==> src/rtl/ahb3lite_memfill.sv <==
// AHB3-Lite master that fills a run of consecutive words with a selectable
// data pattern, reporting completion and slave ERROR responses.
module ahb3lite_memfill #(
    parameter int HADDR_SIZE = 32,
    parameter int HDATA_SIZE = 32
) (
    input  logic                  HCLK,
    input  logic                  HRESET,
    input  logic                  start_i,
    input  logic [HADDR_SIZE-1:0] base_addr_i,
    input  logic [15:0]           count_i,
    input  logic [1:0]            mode_i,
    input  logic [HDATA_SIZE-1:0] pattern_i,
    output logic                  busy_o,
    output logic                  done_o,
    output logic                  error_o,
    output logic [HADDR_SIZE-1:0] HADDR,
    output logic [HDATA_SIZE-1:0] HWDATA,
    output logic                  HWRITE,
    output logic [2:0]            HSIZE,
    output logic [2:0]            HBURST,
    output logic [3:0]            HPROT,
    output logic [1:0]            HTRANS,
    output logic                  HMASTLOCK,
    input  logic                  HREADY,
    input  logic                  HRESP
);

    localparam int                    BYTES     = HDATA_SIZE / 8;
    localparam logic [HADDR_SIZE-1:0] ADDR_STEP = HADDR_SIZE'(BYTES);
    localparam logic [HADDR_SIZE-1:0] KB_MASK   = HADDR_SIZE'(1023);
    localparam logic [1:0]            HT_IDLE   = 2'b00;
    localparam logic [1:0]            HT_NONSEQ = 2'b10;
    localparam logic [1:0]            HT_SEQ    = 2'b11;

    typedef enum logic [2:0] {IDLE, RUN, DRAIN, ERR1, ERR2} state_t;

    state_t                  r_state;
    logic [HADDR_SIZE-1:0]   r_addr;
    logic [HDATA_SIZE-1:0]   r_wdata;
    logic [1:0]              r_trans;
    logic                    r_busy;
    logic                    r_done;
    logic                    r_error;
    logic                    r_dataValid;
    logic [15:0]             r_remain;
    logic [15:0]             r_beatIdx;
    logic [1:0]              r_mode;
    logic [HDATA_SIZE-1:0]   r_pattern;

    logic [HADDR_SIZE-1:0]   w_nextAddr;
    logic                    w_kbBoundary;
    logic [HDATA_SIZE-1:0]   w_beatData;

    // A beat restarts the burst with NONSEQ whenever it crosses a 1 KB page;
    // wrapping to address 0 is covered because 0 is itself page aligned.
    assign w_nextAddr   = r_addr + ADDR_STEP;
    assign w_kbBoundary = ((w_nextAddr & KB_MASK) == '0);

    always_comb begin
        w_beatData = r_pattern;
        case (r_mode)
            2'b00:   w_beatData = r_pattern;
            2'b01:   w_beatData = r_pattern + HDATA_SIZE'(r_beatIdx);
            2'b10:   w_beatData = HDATA_SIZE'(r_addr);
            default: w_beatData = r_beatIdx[0] ? ~r_pattern : r_pattern;
        endcase
    end

    // Single-process FSM; write data is captured as each address phase is
    // accepted so it appears in the following (data phase) cycle.
    always_ff @(posedge HCLK or posedge HRESET) begin
        if (HRESET) begin
            r_state     <= IDLE;
            r_addr      <= '0;
            r_wdata     <= '0;
            r_trans     <= HT_IDLE;
            r_busy      <= 1'b0;
            r_done      <= 1'b0;
            r_error     <= 1'b0;
            r_dataValid <= 1'b0;
            r_remain    <= '0;
            r_beatIdx   <= '0;
            r_mode      <= '0;
            r_pattern   <= '0;
        end else begin
            r_done  <= 1'b0;
            r_error <= 1'b0;
            case (r_state)
                IDLE: begin
                    r_busy <= 1'b0;
                    if (start_i && !r_done) begin
                        if (count_i != 16'd0) begin
                            r_state   <= RUN;
                            r_addr    <= base_addr_i;
                            r_trans   <= HT_NONSEQ;
                            r_remain  <= count_i;
                            r_beatIdx <= '0;
                            r_mode    <= mode_i;
                            r_pattern <= pattern_i;
                            r_busy    <= 1'b1;
                        end else begin
                            r_done <= 1'b1;
                        end
                    end
                end
                RUN: begin
                    if (HRESP && !HREADY && r_dataValid) begin
                        r_state <= ERR1;
                        r_trans <= HT_IDLE;
                    end else if (HREADY) begin
                        r_wdata     <= w_beatData;
                        r_dataValid <= 1'b1;
                        r_beatIdx   <= r_beatIdx + 16'd1;
                        r_remain    <= r_remain - 16'd1;
                        if (r_remain == 16'd1) begin
                            r_state <= DRAIN;
                            r_trans <= HT_IDLE;
                        end else begin
                            r_addr  <= w_nextAddr;
                            r_trans <= w_kbBoundary ? HT_NONSEQ : HT_SEQ;
                        end
                    end
                end
                DRAIN: begin
                    if (HRESP && !HREADY) begin
                        r_state <= ERR1;
                    end else if (HREADY) begin
                        r_state     <= IDLE;
                        r_done      <= 1'b1;
                        r_dataValid <= 1'b0;
                    end
                end
                ERR1: begin
                    if (HRESP && HREADY) begin
                        r_state     <= ERR2;
                        r_done      <= 1'b1;
                        r_error     <= 1'b1;
                        r_dataValid <= 1'b0;
                    end
                end
                ERR2: begin
                    r_state <= IDLE;
                    r_busy  <= 1'b0;
                end
                default: r_state <= IDLE;
            endcase
        end
    end

    assign busy_o    = r_busy;
    assign done_o    = r_done;
    assign error_o   = r_error;
    assign HADDR     = r_addr;
    assign HWDATA    = r_wdata;
    assign HTRANS    = r_trans;
    assign HWRITE    = (r_trans != HT_IDLE);
    assign HSIZE     = 3'($clog2(BYTES));
    assign HBURST    = 3'b001;
    assign HPROT     = 4'b0011;
    assign HMASTLOCK = 1'b0;

endmodule

==> config.mk <==
export PLATFORM = sky130hd
export DESIGN_NAME = ahb3lite_memfill
export DESIGN_NICKNAME = d
export VERILOG_FILES = /design/src/rtl/ahb3lite_memfill.sv
export SDC_FILE = /design/constraint.sdc
export NUM_CORES = 1
export LEC_CHECK = 0
export BUFFER_PORTS_ARGS = -buffer_cell sky130_fd_sc_hd__buf_2
export CORE_MARGIN = 2
export CORE_UTILIZATION = 45
export DETAILED_ROUTE_END_ITERATION = 8
export HOLD_SLACK_MARGIN = 0.02
export PLACE_DENSITY = 0.75
export SYNTH_ARGS = -nofsm -noshare
export SYNTH_HDL_FRONTEND = slang
export SYNTH_SLANG_ARGS = --single-unit
==> constraint.sdc <==
create_clock -name HCLK -period 4.5 [get_ports HCLK]
set_clock_uncertainty 0.05 [all_clocks]
set_input_delay 0 -clock HCLK [delete_from_list [all_inputs] [get_ports HCLK]]
set_output_delay 0 -clock HCLK [all_outputs]
set_load 0.03 [all_outputs]
==> impl_metrics.env <==
export IMPL_status="complete, no violations"
export IMPL_p_clk_share_pct=17.2
export IMPL_final_max_slew_viol_count=0
export IMPL_synthArstFlopShare_pct=100.0
export IMPL_grtUsageMet1_pct=37.35
export IMPL_cp_slowest_cell="a21oi_1"
export IMPL_period_minus_slack_ns=2.881
export IMPL_p_total_mw=8.355
export IMPL_gp_congestion=0.9651
export IMPL_max_stage_delay_ns=0.56
export IMPL_hold_class="input port to async pin"
export IMPL_post_drt_wl_per_cell_um=18.51
export IMPL_drt_iter0_drc=1015
export IMPL_switching_share_pct=48.04
export IMPL_cts_tree="done"
export IMPL_cts_root_buf="clkbuf_16"
export IMPL_rsz0062_at_grt="false"
export IMPL_dp_slack_ns=1.683
export IMPL_die_h_um=146.1
export IMPL_routed_wl_um=28010
export IMPL_cts_buffers=17
export IMPL_die_area_um2=21330
export IMPL_synth_top_area_cell="dfrtp_1"
export IMPL_synth_edf_count=0
export IMPL_drive_gt1_share_pct=21.71
export IMPL_num_io_pins=168
export IMPL_slew_headroom_pct=17.95
export IMPL_drcViolationCount=0
export IMPL_netlist_instances=1044
export IMPL_grt_busiest_layer="met2"
export IMPL_path_max_fanout=7
export IMPL_crit_required_ns=4.80
export IMPL_vias=8985
export IMPL_synth_common_cells="dfrtp_1, nor2_1, o21ai_0, nand2_1, a21oi_1"
export IMPL_arrival_ns=3.18
export IMPL_setup_violations_final=0
export IMPL_cts_setup_buffers=0
export IMPL_grt_use_met3_pct=6.063
export IMPL_syn_avg_cell_area_um2=8.697
export IMPL_finalHoldViolCount=0
export IMPL_vias_per_cell=5.939
export IMPL_fp_dieW_um=146.1
export IMPL_synth_top_cell_area_share_pct=38.31
export IMPL_synth_most_common_cell="dfrtp_1"
export IMPL_ys_flop_type="dfrtp_1"
export IMPL_first_global_vias=8400
export IMPL_core_um2=19650
export IMPL_fin_tns_setup_ns=0
export IMPL_setup_slack_ns=1.619
export IMPL_maxCapViolCount=0
export IMPL_grt_pass1_wl_um=45030
export IMPL_use_met2_pct=38.99
export IMPL_yosys_top_cells_area="dfrtp_1, o21ai_0, nor2_1"
export IMPL_p_int_mw=4.341
export IMPL_grt_usage_pct=26.10
export IMPL_crit_path_start_kind="flop"
export IMPL_clk_pin_slew_ns=0.06
export IMPL_power_per_cell_area_nw_per_um2=736.3
export IMPL_fin_cells=1513
export IMPL_n_antenna_cell=0
export IMPL_ys_types=72
export IMPL_max_clock_freq_ghz=0.3471
export IMPL_start_util_pct=46.20
export IMPL_yosysSeqAreaShare_pct=38.31
export IMPL_syn_cell_area_um2=9080
export IMPL_fp_row_count=51
export IMPL_antenna_found_initial=0
export IMPL_dp_cells=1396
export IMPL_clk_path_buf_depth=2
export IMPL_grt_max_degree=58
export IMPL_tightest_slew_ns=1.226
export IMPL_switchingPower_mw=4.013
export IMPL_port_buffers=156
export IMPL_clk_latency_ns=0.43
export IMPL_fin_crit_sh_pct=64.01
export IMPL_fill_cells=1733
export IMPL_combPwrFrac_pct=50.4
export IMPL_p_seq_share_pct=32.4
export IMPL_end_kind="flop"
export IMPL_path_cells="ha_1 > fa_1 > a211oi_1 > o21ai_0 > nand4_1 > a21oi_1 > o21ai_0 > xor2_1 > a21oi_1"
export IMPL_cts_max_level=4
export IMPL_area_growth_pct=24.97
export IMPL_ys_warn_count=0
export IMPL_grt_overflow_total=0
export IMPL_post_dp_hpwl_um=18960
export IMPL_power_leakage_nw=4.881
export IMPL_cts_sinks=139
export IMPL_firstDrtPassIters=6
export IMPL_fin_nets=1345
export IMPL_crit_type="flop to flop"
export IMPL_peakVddDrop_mv=0.3342
export IMPL_antenna_left=0
export IMPL_synth_seq_cells=139
final timing paths:
check / end / slack (ns) / startpoint / cells past startpoint
setup / recovery: HWDATA[16] / 1.62 / r_pattern[0] / 9
hold / removal: r_pattern[1] / 0.09 / HRESET / 3
setup reg to reg: HWDATA[16] / 1.62 / r_pattern[0] / 9
hold reg to reg: HWDATA[5] / 0.42 / HWDATA[5] / 2
max in group asynchronous: HADDR[19] / 3.22 / HRESET / 4
min in group HCLK: r_pattern[1] / 0.29 / pattern_i[1] / 3
metal layers:
layer	part of all wire, %	vias up
met3	8.2	68
li1	-	4190
met2	44	436
met5	0	-
met1	45	4291
met4	2.7	0
through the flow:
step	utilization, %	cell area (µm²)	hold slack (ns)
after floorplan	-	9114	0.06599
after global placement	50.34	9893	-0.0002095
after detailed placement	50.34	9893	-0.007776
after CTS	57.73	11350	0.09697
after global routing	57.73	11350	0.1400
final	57.73	11350	0.08968
sequential cells by signal (all words and copies together), names as in the netlist, 2 cells and up:
signal     flops
HADDR         32
HTRANS         2
HWDATA        32
r_beatIdx     16
r_mode         2
r_pattern     32
r_remain      16
r_state        3
power by group through the flow:
stage          Sequential, mW  Combinational [mW]  Clock (mW)
2_1_floorplan            2.83                2.87           0
5_1_grt                  2.80                4.59        1.51
6_report                 2.71                4.21        1.43
3_3_place_gp             2.67                4.03           0
3_5_place_dp             2.69                4.11           0
4_1_cts                  2.68                4.18        1.45
worst max-delay path: cells and delay by family, from the launching register on:
| family | cells | cell delay (ns) |
|---|---|---|
| AO/OA/AOI/OAI | 5 | 1.46 |
| XOR/XNOR | 1 | 0.20 |
| flip-flops | 1 | 0.38 |
| AND/OR/NAND/NOR | 1 | 0.22 |
| adder cells (fa/ha/maj) | 2 | 0.50 |
layout by cell type (no fill, tap or decap), drive strengths merged, types with 9 or more instances in the layout:
cell         instances
a211oi               9
a21oi               94
a221oi              18
a2bb2oi             11
a31oi               13
and3                20
buf                166
clkbuf              20
conb                11
dfrtp              139
dlygate4sd3         86
ha                  21
inv                 10
mux2                37
nand2               93
nand3               35
nand4               14
nor2               123
nor3                19
nor4                12
o21ai              109
o22ai               19
or4                  9
xnor2               35
xor2                20
area by class of cell:
cell class                      count  area (µm²)  share of cell area [%]
Clock buffer                       20       446.7                   3.936
Clock inverter                     11       146.4                   1.290
Multi-Input combinational cell    816        5184                   45.68
Tap cell                          265       331.6                   2.922
Timing Repair Buffer              252        1717                   15.13
Sequential cell                   139        3480                   30.67
Inverter                           10       42.54                  0.3749
cells by family after synthesis:
logic type                 synth area share (%)
adders and majority gates                 3.114
muxes                                     7.097
DFF                                       38.31
and+or+nand+nor                           18.81
buffers and inverters                     5.195
xor gates and xnor gates                  5.305
AOI/OAI and AO/OA                         22.09
other                                   0.08271
repair_timing:
item | CTS | global route
hold buffers | 86 | 0
resized for setup | 0 | 0
hold endpoints to repair | 131 | 0
Power figures use the tool's default switching activity.
